$ cat src/rtl/muldiv_pkg.sv
// Shared encodings for the iterative multiply/divide unit.
// Also holds a helper that sizes the iteration counter from the operand width.
package muldiv_pkg;

    localparam int MD_WIDTH = 32;

    localparam logic [1:0] OP_MULT  = 2'b00;
    localparam logic [1:0] OP_MULTU = 2'b01;
    localparam logic [1:0] OP_DIV   = 2'b10;
    localparam logic [1:0] OP_DIVU  = 2'b11;

    localparam logic [1:0] S_IDLE   = 2'd0;
    localparam logic [1:0] S_RUN    = 2'd1;
    localparam logic [1:0] S_FINISH = 2'd2;

    function automatic int cnt_width(int w);
        return (w > 1) ? $clog2(w) : 1;
    endfunction

    localparam int CNT_W = cnt_width(MD_WIDTH);

endpackage

$ cat src/rtl/muldiv_sign_adjust.sv
// Conditional two's-complement negate: magnitude of signed operands on the way in,
// sign restoration of products/quotients/remainders on the way out.
module muldiv_sign_adjust #(
    parameter int W = 32
) (
    input  logic [W-1:0] val_i,
    input  logic         neg_i,
    output logic [W-1:0] val_o
);

    assign val_o = neg_i ? (~val_i + 1'b1) : val_i;

endmodule

$ cat src/rtl/muldiv_unit.sv
// Iterative MULT/MULTU/DIV/DIVU into HI/LO: one shift-add or restoring
// shift-subtract step per cycle on operand magnitudes, signs fixed up at the end.
module muldiv_unit
    import muldiv_pkg::*;
#(
    parameter int WIDTH = MD_WIDTH
) (
    input  logic             clk,
    input  logic             rst_n,
    input  logic             start,
    input  logic [1:0]       op,
    input  logic [WIDTH-1:0] a,
    input  logic [WIDTH-1:0] b,
    input  logic             hi_we,
    input  logic             lo_we,
    input  logic [WIDTH-1:0] wd,
    output logic             busy,
    output logic             done,
    output logic [WIDTH-1:0] hi,
    output logic [WIDTH-1:0] lo
);

    localparam int CW = cnt_width(WIDTH);

    logic [1:0]         state_q, state_d;
    logic [CW-1:0]      cnt_q, cnt_d;
    logic [1:0]         op_q, op_d;
    logic               sa_q, sa_d, sb_q, sb_d, bz_q, bz_d;
    logic               done_q, done_d;
    logic [WIDTH-1:0]   mc_q, mc_d, a_q, a_d, hi_q, hi_d, lo_q, lo_d;
    logic [2*WIDTH-1:0] acc_q, acc_d;

    logic [WIDTH-1:0]   a_mag, b_mag, quo_fix, rem_fix;
    logic [2*WIDTH-1:0] prod_fix, mul_next, div_next;
    logic [WIDTH:0]     mul_sum, div_trial, div_diff;
    logic               div_ge, sgn_op_q, neg_res;

    muldiv_sign_adjust #(.W(WIDTH)) u_abs_a (
        .val_i(a), .neg_i(~op[0] & a[WIDTH-1]), .val_o(a_mag));
    muldiv_sign_adjust #(.W(WIDTH)) u_abs_b (
        .val_i(b), .neg_i(~op[0] & b[WIDTH-1]), .val_o(b_mag));

    assign sgn_op_q = ~op_q[0];
    assign neg_res  = sgn_op_q & (sa_q ^ sb_q);

    muldiv_sign_adjust #(.W(2*WIDTH)) u_fix_prod (
        .val_i(acc_q), .neg_i(neg_res), .val_o(prod_fix));
    muldiv_sign_adjust #(.W(WIDTH)) u_fix_quo (
        .val_i(acc_q[WIDTH-1:0]), .neg_i(neg_res), .val_o(quo_fix));
    // Truncating division: the remainder follows the dividend's sign.
    muldiv_sign_adjust #(.W(WIDTH)) u_fix_rem (
        .val_i(acc_q[2*WIDTH-1:WIDTH]), .neg_i(sgn_op_q & sa_q), .val_o(rem_fix));

    // Multiply: acc = {partial product, remaining multiplier bits}, shifted right.
    assign mul_sum  = {1'b0, acc_q[2*WIDTH-1:WIDTH]} + (acc_q[0] ? {1'b0, mc_q} : '0);
    assign mul_next = {mul_sum, acc_q[WIDTH-1:1]};

    // Divide: acc = {partial remainder, dividend/quotient}, shifted left.
    // Remainder stays below the divisor, so the borrow bit alone decides the compare.
    assign div_trial = acc_q[2*WIDTH-1:WIDTH-1];
    assign div_diff  = div_trial - {1'b0, mc_q};
    assign div_ge    = ~div_diff[WIDTH];
    assign div_next  = {div_ge ? div_diff[WIDTH-1:0] : div_trial[WIDTH-1:0],
                        acc_q[WIDTH-2:0], div_ge};

    always_comb begin
        state_d = state_q;
        cnt_d   = cnt_q;
        op_d    = op_q;
        sa_d    = sa_q;
        sb_d    = sb_q;
        bz_d    = bz_q;
        mc_d    = mc_q;
        a_d     = a_q;
        acc_d   = acc_q;
        hi_d    = hi_q;
        lo_d    = lo_q;
        done_d  = 1'b0;
        case (state_q)
            S_IDLE: begin
                if (start) begin
                    state_d = S_RUN;
                    cnt_d   = '0;
                    op_d    = op;
                    sa_d    = ~op[0] & a[WIDTH-1];
                    sb_d    = ~op[0] & b[WIDTH-1];
                    bz_d    = (b == '0);
                    a_d     = a;
                    if (op[1]) begin
                        mc_d  = b_mag;
                        acc_d = {{WIDTH{1'b0}}, a_mag};
                    end else begin
                        mc_d  = a_mag;
                        acc_d = {{WIDTH{1'b0}}, b_mag};
                    end
                end else begin
                    if (hi_we) hi_d = wd;
                    if (lo_we) lo_d = wd;
                end
            end
            S_RUN: begin
                acc_d = op_q[1] ? div_next : mul_next;
                cnt_d = cnt_q + 1'b1;
                if (cnt_q == CW'(WIDTH - 1)) state_d = S_FINISH;
            end
            S_FINISH: begin
                state_d = S_IDLE;
                done_d  = 1'b1;
                if (!op_q[1]) begin
                    {hi_d, lo_d} = prod_fix;
                end else if (bz_q) begin
                    lo_d = '1;
                    hi_d = a_q;
                end else begin
                    lo_d = quo_fix;
                    hi_d = rem_fix;
                end
            end
            default: state_d = S_IDLE;
        endcase
    end

    always_ff @(posedge clk or negedge rst_n) begin
        if (!rst_n) begin
            state_q <= S_IDLE;
            cnt_q   <= '0;
            op_q    <= '0;
            sa_q    <= 1'b0;
            sb_q    <= 1'b0;
            bz_q    <= 1'b0;
            done_q  <= 1'b0;
            mc_q    <= '0;
            a_q     <= '0;
            acc_q   <= '0;
            hi_q    <= '0;
            lo_q    <= '0;
        end else begin
            state_q <= state_d;
            cnt_q   <= cnt_d;
            op_q    <= op_d;
            sa_q    <= sa_d;
            sb_q    <= sb_d;
            bz_q    <= bz_d;
            done_q  <= done_d;
            mc_q    <= mc_d;
            a_q     <= a_d;
            acc_q   <= acc_d;
            hi_q    <= hi_d;
            lo_q    <= lo_d;
        end
    end

    assign busy = (state_q != S_IDLE);
    assign done = done_q;
    assign hi   = hi_q;
    assign lo   = lo_q;

endmodule

$ cat config.mk
export PLATFORM = sky130hd
export DESIGN_NAME = muldiv_unit
export DESIGN_NICKNAME = d
export VERILOG_FILES = /design/src/rtl/muldiv_pkg.sv /design/src/rtl/muldiv_sign_adjust.sv /design/src/rtl/muldiv_unit.sv
export SDC_FILE = /design/constraint.sdc
export NUM_CORES = 1
export LEC_CHECK = 0
export BUFFER_PORTS_ARGS = -buffer_cell sky130_fd_sc_hd__buf_2
export CAP_MARGIN = 10
export CORE_MARGIN = 1
export CORE_UTILIZATION = 50
export CTS_BUF_LIST = sky130_fd_sc_hd__clkbuf_8
export DETAILED_ROUTE_END_ITERATION = 10
export GPL_TIMING_DRIVEN = 0
export PLACE_DENSITY = 0.78
export SYNTH_ARGS = -nofsm -noshare
export SYNTH_HDL_FRONTEND = slang
export SYNTH_SLANG_ARGS = --single-unit
$ cat constraint.sdc
create_clock -name clk -period 2.97 [get_ports clk]
set_input_delay 0.297 -clock clk [delete_from_list [all_inputs] [get_ports clk]]
set_output_delay 0.297 -clock clk [all_outputs]
set_load 0.02 [all_outputs]
==> results.tsv, run 1 <==
stage	metric	value	unit
run_status	outcome	finished, violations left	
run_status	violations	setup timing	
pwr	cellPowerDensity	1460	mW/mm2
place	place.port_buffers	168	
logic_synthesis	synth-async-reset-ratio	1.00	
routing	first_iter_violations	2293	
routing	vias	19900	
final_layout	finish.instance_area	0.0220	mm2
grt	met2_usage_grt	0.676	
place	placed_wire_length_estimate	60400	um
critical_path	timing_worst_setup_path_type	reg2reg	
clocking	cts_max_path_buffers	3	
logic_synthesis	dominantRegCellSynth	sky130_fd_sc_hd__dfrtp_1	
clocking	clock_latency	0.61	ns
logic_synthesis	yosys.area.top_type_share	0.301	
clocking	cts_tree	done	
place	placed_cell_area	0.0185	mm2
routing	drtAntennaViolNets	0	
clocking	clock_tree.htree_level_count	2	
floorplan	placeableCoreArea	0.0335	mm2
critical_path	crit_path_cell_trace	ha_2, o21a_1, o2111ai_1, a31oi_1, or2_2, o31a_1, a21boi_1, o221a_2, xor2_1, o31ai_1	
sta	postLayoutSetupSlackWorst	-0.257	ns
logic_synthesis	synth_fp_nets	2380	
clocking	cts_sinks	205	
critical_path	setup.worst_path.start_class	flop	
floorplan	dieWidth	187	um
sta	post-route-period-util	1.09	
sta	timing.slew.headroom	0.327	
pwr	worst_supply_voltage_drop_on_vdd	0.996	mV
place	finalWeightedCongestion	1.04	
logic_synthesis	library_cell_with_the_highest_instance_count_after_synthesis	sky130_fd_sc_hd__nand2_1	
pwr	leakage	9.36	nW
critical_path	timing.critical_path.fanout_max	5	
min_path	timing.hold.worst.class	in2reg	
floorplan	floorplan.die.height	187	um
routing	finalWirelength	81100	um
floorplan	die_area	0.0349	mm2
final_layout	design.final.nets	2697	
critical_path	cp.required	3.45	ns
routing	wl_per_cell	27.0	um
logic_synthesis	ys_seq_elements	205	
final_layout	layout-drive-gt1-share	0.247	
critical_path	crit_arrival	3.70	ns
sta	worst_pin_slew	1.01	ns
critical_path	critical_path_endpoint_category	flop	
logic_synthesis	most_area_hungry_cell_type_in_the_yosys_netlist	sky130_fd_sc_hd__dfrtp_1	
grt	grt_max_degree	113	
logic_synthesis	synth_common_cells	sky130_fd_sc_hd__nand2_1, sky130_fd_sc_hd__dfrtp_1, sky130_fd_sc_hd__o21ai_0	
grt	gr-total-overflow	0	
floorplan	floorplan.io_pins	169	
final_layout	nFillCells	2828	
routing	detail_route.first_pass.iterations	8	
routing	remaining_drc_errors	0	
critical_path	cpLargestDelayFamily	compound AO/OA/AOI/OAI gates	
clocking	clk_pin_slew	0.07	ns
sta	period_needed	3.23	ns
sta	maxClockFrequency	0.310	GHz
logic_synthesis	netlist-cell-type-count	84	
grt	grtUsageMet1	0.586	
logic_synthesis	postSynthCellCount	2205	
sta	grt_setup_unrepaired	true	
clocking	cts-buffers-inserted	38	
logic_synthesis	synth_area_leaders	sky130_fd_sc_hd__dfrtp_1, sky130_fd_sc_hd__nand2_1, sky130_fd_sc_hd__xnor2_1, sky130_fd_sc_hd__o21ai_0, sky130_fd_sc_hd__a21oi_1	
sta	report.final.hold_viol_count	0	
grt	globalRoute.busiestLayer	met2	
sta	finalSetupViolations	35	
grt	initial_antenna_violation_count	3	
floorplan	initial_standard_cell_utilization_of_the_core	0.509	
critical_path	timing.critical_path.slowest_cell_delay	0.45	ns
sta	drv_slew	0	
floorplan	rows	67	
sta	timing.clock.skew	0.0322	ns
grt	met3_usage	0.121	
logic_synthesis	synth_seq_area_share	0.301	
critical_path	crit_path_top_delay_cell	sky130_fd_sc_hd__dfrtp_1	
critical_path	critical_path_buf_inv_count	0	
logic_synthesis	synth-edff-count	0	
logic_synthesis	syn_avg_cell_area	7.74	um2
logic_synthesis	post_synth_instance_area	0.0171	mm2
logic_synthesis	yosysWarnings	0	
grt	number_of_global_route_vias_before_repair	18700	
place	detailedPlace.worstSlack	-1.34	ns
final_layout	area.growth.synth_to_final	29.2	%
routing	detail_route.vias_per_cell	6.64	
clocking	clock-root-buffer	sky130_fd_sc_hd__clkbuf_8	
grt	grt_usage	0.444	
grt	grt_first_pass_wirelength	117000	um
job	maxCapViolations	0	
-- where the power goes --
group / internal, mW / switching, mW
Sequential: 4.25 / 1.65
Clock: 1.68 / 1.36
Combinational: 9.27 / 14.1
Total: 15.2 / 17.1
-- logic make-up (layout without fill, tap and decap cells) --
| group | after synthesis | in the layout | synth area share |
|---|---|---|---|
| compound gates | 720 | 720 | 0.264 |
| xor+xnor | 190 | 190 | 0.0976 |
| fa+ha+maj | 72 | 72 | 0.0537 |
| buf+inv | 223 | 568 | 0.0508 |
| flops | 205 | 205 | 0.301 |
| mux | 63 | 63 | 0.0376 |
| other cells | 0 | 1 | 0 |
| simple gates | 732 | 732 | 0.196 |
-- per-stage QoR --
step / instances / setup TNS (ns) / power [mW] / hold WS, ns / utilization
5_1_grt: 2999 / -7.52 / 33.6 / 0.0275 / 0.657
4_1_cts: 2962 / -2.25 / 28.6 / 0.00122 / 0.623
2_1_floorplan: 2205 / -0.0140 / 17.4 / 0.00141 / -
3_3_place_gp: 2821 / -434.14 / 22.9 / 0.457 / 0.551
3_5_place_dp: 2822 / -59.12 / 23.1 / 0.391 / 0.552
6_report: 2999 / -4.53 / 32.3 / 0.0165 / 0.657
-- placed cells by master, fill, tap and decap left out, types with 23 or more instances in the layout --
cell type / count
sky130_fd_sc_hd__o21ai_1: 28
sky130_fd_sc_hd__nor3_1: 39
sky130_fd_sc_hd__ha_1: 34
sky130_fd_sc_hd__buf_4: 74
sky130_fd_sc_hd__a21oi_1: 159
sky130_fd_sc_hd__a21oi_2: 23
sky130_fd_sc_hd__clkbuf_1: 96
sky130_fd_sc_hd__a31oi_1: 33
sky130_fd_sc_hd__dfrtp_2: 26
sky130_fd_sc_hd__buf_2: 169
sky130_fd_sc_hd__dlygate4sd3_1: 37
sky130_fd_sc_hd__inv_1: 59
sky130_fd_sc_hd__ha_4: 23
sky130_fd_sc_hd__xor2_1: 78
sky130_fd_sc_hd__mux2i_1: 54
sky130_fd_sc_hd__clkbuf_8: 50
sky130_fd_sc_hd__o21ai_0: 157
sky130_fd_sc_hd__a211oi_1: 32
sky130_fd_sc_hd__nand3_1: 35
sky130_fd_sc_hd__o211ai_1: 28
sky130_fd_sc_hd__o22ai_1: 38
sky130_fd_sc_hd__dfrtp_1: 179
sky130_fd_sc_hd__nand2_1: 296
sky130_fd_sc_hd__a21o_1: 40
sky130_fd_sc_hd__xnor2_1: 106
sky130_fd_sc_hd__nor2_1: 162
-- repair_timing --
item                                    in CTS  in global routing
endpoints found under the setup margin      87                124
hold buffers                                37                  0
gates resized for setup                    206                249
hold endpoints to repair                   129                  0
buffers inserted                            42                 41
pin swaps                                   45                 68
cloned                                       3                  1
-- per-layer routing --
| metal | share of wire | routed length (um) |
|---|---|---|
| met2 | 0.43 | 34900 |
| met3 | 0.12 | 9530 |
| met1 | 0.39 | 31500 |
| met5 | 0.00016 | 13 |
| met4 | 0.062 | 5060 |
-- cell type report --
type / instances / area [um2] / share of cell area
Clock buffer: 50 / 688 / 0.0312
Buffer: 142 / 722 / 0.0328
Inverter: 66 / 263 / 0.0119
Antenna cell: 1 / 2.50 / 0.000114
Sequential cell: 205 / 5160 / 0.234
Tap cell: 448 / 561 / 0.0254
Timing Repair Buffer: 292 / 1990 / 0.0902
Clock inverter: 18 / 134 / 0.00608
Multi-Input combinational cell: 1777 / 12500 / 0.568
-- sequential cells by signal, summed over array words and instances (netlist names) --
signal	flops
cnt_q	5
a_q	32
done	1
state_q	2
lo	32
bz_q	1
op_q	2
sb_q	1
sa_q	1
mc_q	32
acc_q	64
hi	32
-- worst paths after layout --
path                            startpoint   endpoint  slack [ns]  cells after the start
worst max register to register   acc_q[36]  acc_q[59]       -0.26                     10
min in group asynchronous            rst_n     lo[16]        0.34                      2
worst min register to register      lo[23]     lo[23]        0.47                      2
worst max-delay path             acc_q[36]  acc_q[59]       -0.26                     10
max in group asynchronous            rst_n  acc_q[41]        1.50                      3
worst min-delay path                  a[9]     a_q[9]        0.02                      3
-- worst min-delay path, delay by kind of cell --
family	cells	cell delay, ns
buffers and inverters	1	0.15
AND/OR/NAND/NOR	2	0.12
(Power assumes the default switching activity.)
==> run 2: changes to the inputs <==
- MAX_ROUTING_LAYER: default -> met4
- PLACE_DENSITY: 0.78 -> 0.8
==> run 2 against run 1 <==
The run still ends with setup timing left. Sequential share of layout area grew 0.51 points. Clock-buffer cell count grew 1. First-iteration DRC count grew 11%. Clock power grew 3%. Via count shrank 0.67%. Global-route usage grew 1.3 points. Critical path depth grew 2.
==> results.tsv, run 2 (synthesized netlist as in run 1, its figures left out) <==
stage	metric	value	unit	change
final_layout	design.final.nets	2679		-0.67%
routing	drtAntennaViolNets	0		unchanged
critical_path	timing_worst_setup_path_type	reg2reg		
floorplan	rows	67		unchanged
routing	vias	19800		-0.67%
sta	post-route-period-util	1.08		-0.00169
routing	finalWirelength	79600	um	-1.8%
clocking	clock_latency	0.63	ns	+0.02 ns
clocking	cts_tree	done		
sta	drv_slew	0		unchanged
critical_path	cp.required	3.46	ns	about the same
pwr	cellPowerDensity	1440	mW/mm2	-1.8%
sta	worst_pin_slew	1.07	ns	+0.0655 ns
floorplan	floorplan.die.height	187	um	unchanged
grt	grt_max_degree	110		-2.7%
sta	report.final.hold_viol_count	0		unchanged
sta	period_needed	3.22	ns	-0.00501 ns
sta	finalSetupViolations	39		+11%
grt	number_of_global_route_vias_before_repair	18400		-1.6%
grt	grt_first_pass_wirelength	116000	um	-0.34%
critical_path	crit_arrival	3.71	ns	about the same
final_layout	highest_count_cells_in_the_layout_ignoring_fill_and_taps	sky130_fd_sc_hd__nand2_1, sky130_fd_sc_hd__dfrtp_1, sky130_fd_sc_hd__buf_2		
final_layout	area.growth.synth_to_final	26.3	%	
run_status	outcome	finished, violations left		
grt	met2_usage_grt	0.666		-0.0105
place	placed_wire_length_estimate	60500	um	+0.12%
floorplan	initial_standard_cell_utilization_of_the_core	0.509		unchanged
sta	grt_setup_unrepaired	true		
grt	met3_usage	0.0993		-0.0220
grt	grtUsageMet1	0.600		+0.0138
final_layout	layout.cells.most_common	sky130_fd_sc_hd__nand2_1		
floorplan	die_area	0.0349	mm2	unchanged
min_path	timing.hold.worst.class	in2reg		
clocking	cts-buffers-inserted	39		+2.6%
grt	grt_usage	0.456		+0.0126
final_layout	largest_reg_flops	64		unchanged
routing	wl_per_cell	26.7	um	-1.2%
clocking	cts_sinks	205		unchanged
pwr	worst_supply_voltage_drop_on_vdd	1.05	mV	+5.4%
critical_path	critical_path_endpoint_category	flop		
floorplan	floorplan.io_pins	169		unchanged
routing	detail_route.vias_per_cell	6.63		-0.10%
run_status	violations	setup timing		
critical_path	setup.worst_path.start_class	flop		
clocking	cts_max_path_buffers	3		unchanged
floorplan	placeableCoreArea	0.0335	mm2	unchanged
job	maxCapViolations	0		unchanged
clocking	clock-root-buffer	sky130_fd_sc_hd__clkbuf_8		
grt	gr-total-overflow	0		unchanged
clocking	clock_tree.htree_level_count	2		unchanged
clocking	clk_pin_slew	0.08	ns	about the same
final_layout	layout-drive-gt1-share	0.224		-0.0224
routing	detail_route.first_pass.iterations	6		-2
final_layout	finish.instance_area	0.0215	mm2	-2.2%
sta	maxClockFrequency	0.310	GHz	+0.16%
grt	globalRoute.busiestLayer	met2		
place	placed_cell_area	0.0185	mm2	unchanged
sta	timing.slew.headroom	0.284		-0.0436
routing	first_iter_violations	2554		+11%
pwr	p_total	31.0	mW	-4.0%
final_layout	largest_register	acc_q		
place	place.port_buffers	168		unchanged
critical_path	timing.critical_path.fanout_max	6		+1
sta	postLayoutSetupSlackWorst	-0.252	ns	+0.00501 ns
routing	remaining_drc_errors	0		unchanged
floorplan	dieWidth	187	um	unchanged
grt	initial_antenna_violation_count	0		-3
sta	timing.clock.skew	0.0329	ns	+0.000707 ns
pwr	leakage	9.20	nW	-1.8%
place	finalWeightedCongestion	1.07		+3.5%
run 2: cell count changes in the layout (fill, tap and decap cells not counted), sizes merged:
cell,before,now
dlygate4sd3,37,34
inv,74,72
buf,277,261
clkinv,6,10
clkbuf,170,171
clkinvlp,2,1
run 2: path summary, 6_finish.rpt:
path / startpoint / end / slack [ns] / cells past startpoint
max: mc_q[0] / acc_q[33] / -0.25 / 12
min: wd[29] / hi[29] / 0.003 / 3
max reg2reg: mc_q[0] / acc_q[33] / -0.25 / 12
min reg2reg: lo[24] / lo[24] / 0.47 / 2
max in group asynchronous: rst_n / acc_q[41] / 1.53 / 3
min in group asynchronous: rst_n / hi[10] / 0.34 / 2
run 2: what timing repair did:
item / in CTS / in global routing
buffers inserted: 32 / 32
endpoints found under the setup margin: 96 / 95
hold buffers: 34 / 0
endpoints found under the hold margin: 129 / 0
pin swaps: 46 / 61
gates resized for setup: 204 / 171
cloned: 1 / 2
run 2: metal layers:
metal | vias up | wire length [um]
li1 | 8567 | -
met1 | 9514 | 31400
met2 | 1391 | 34300
met3 | 298 | 9500
met4 | 0 | 4430
met5 | - | 0
run 2: cell type report:
type                            instances  area (um2)
Clock inverter                         19         149
Antenna cell                            1        2.50
Multi-Input combinational cell       1777       12200
Buffer                                145         707
Clock buffer                           51         702
Fill cell                            2884       12000
Sequential cell                       205        5160
Inverter                               66         255
Tap cell                              448         561
Timing Repair Buffer                  270        1810
run 2: report_power, final:
| part | total, mW | internal, mW | switching [mW] | leakage, nW |
|---|---|---|---|---|
| logic | 21.9 | 8.69 | 13.2 | 6.28 |
| registers | 5.93 | 4.24 | 1.69 | 2.45 |
| clock network | 3.12 | 1.72 | 1.40 | 0.466 |
| total | 31.0 | 14.7 | 16.3 | 9.20 |
run 2: stage by stage:
step	instances	setup WS, ns	utilization	setup TNS, ns	hold slack, ns
after floorplan	2205	-0.0140	-	-0.0140	0.00141
after global placement	2821	-1.89	0.551	-438.47	0.459
after detailed placement	2822	-1.33	0.552	-62.54	0.402
after CTS	2950	-0.111	0.618	-1.68	0.000284
after global routing	2981	-0.292	0.642	-7.18	0.0173
final	2982	-0.252	0.642	-4.09	0.00275
run 2: critical path, cell delays in order, from the launching register on:
cell                       delay (ns)
sky130_fd_sc_hd__dfrtp_1         0.42
sky130_fd_sc_hd__ha_4            0.18
sky130_fd_sc_hd__fa_2            0.35
sky130_fd_sc_hd__nand2b_4        0.16
sky130_fd_sc_hd__a21o_1          0.20
sky130_fd_sc_hd__a21oi_4         0.22
sky130_fd_sc_hd__o2111a_2        0.36
sky130_fd_sc_hd__nor4b_4         0.07
sky130_fd_sc_hd__a311o_2         0.47
sky130_fd_sc_hd__buf_6           0.19
sky130_fd_sc_hd__nand2_2         0.07
sky130_fd_sc_hd__o21ai_1         0.10
sky130_fd_sc_hd__a221o_1         0.31
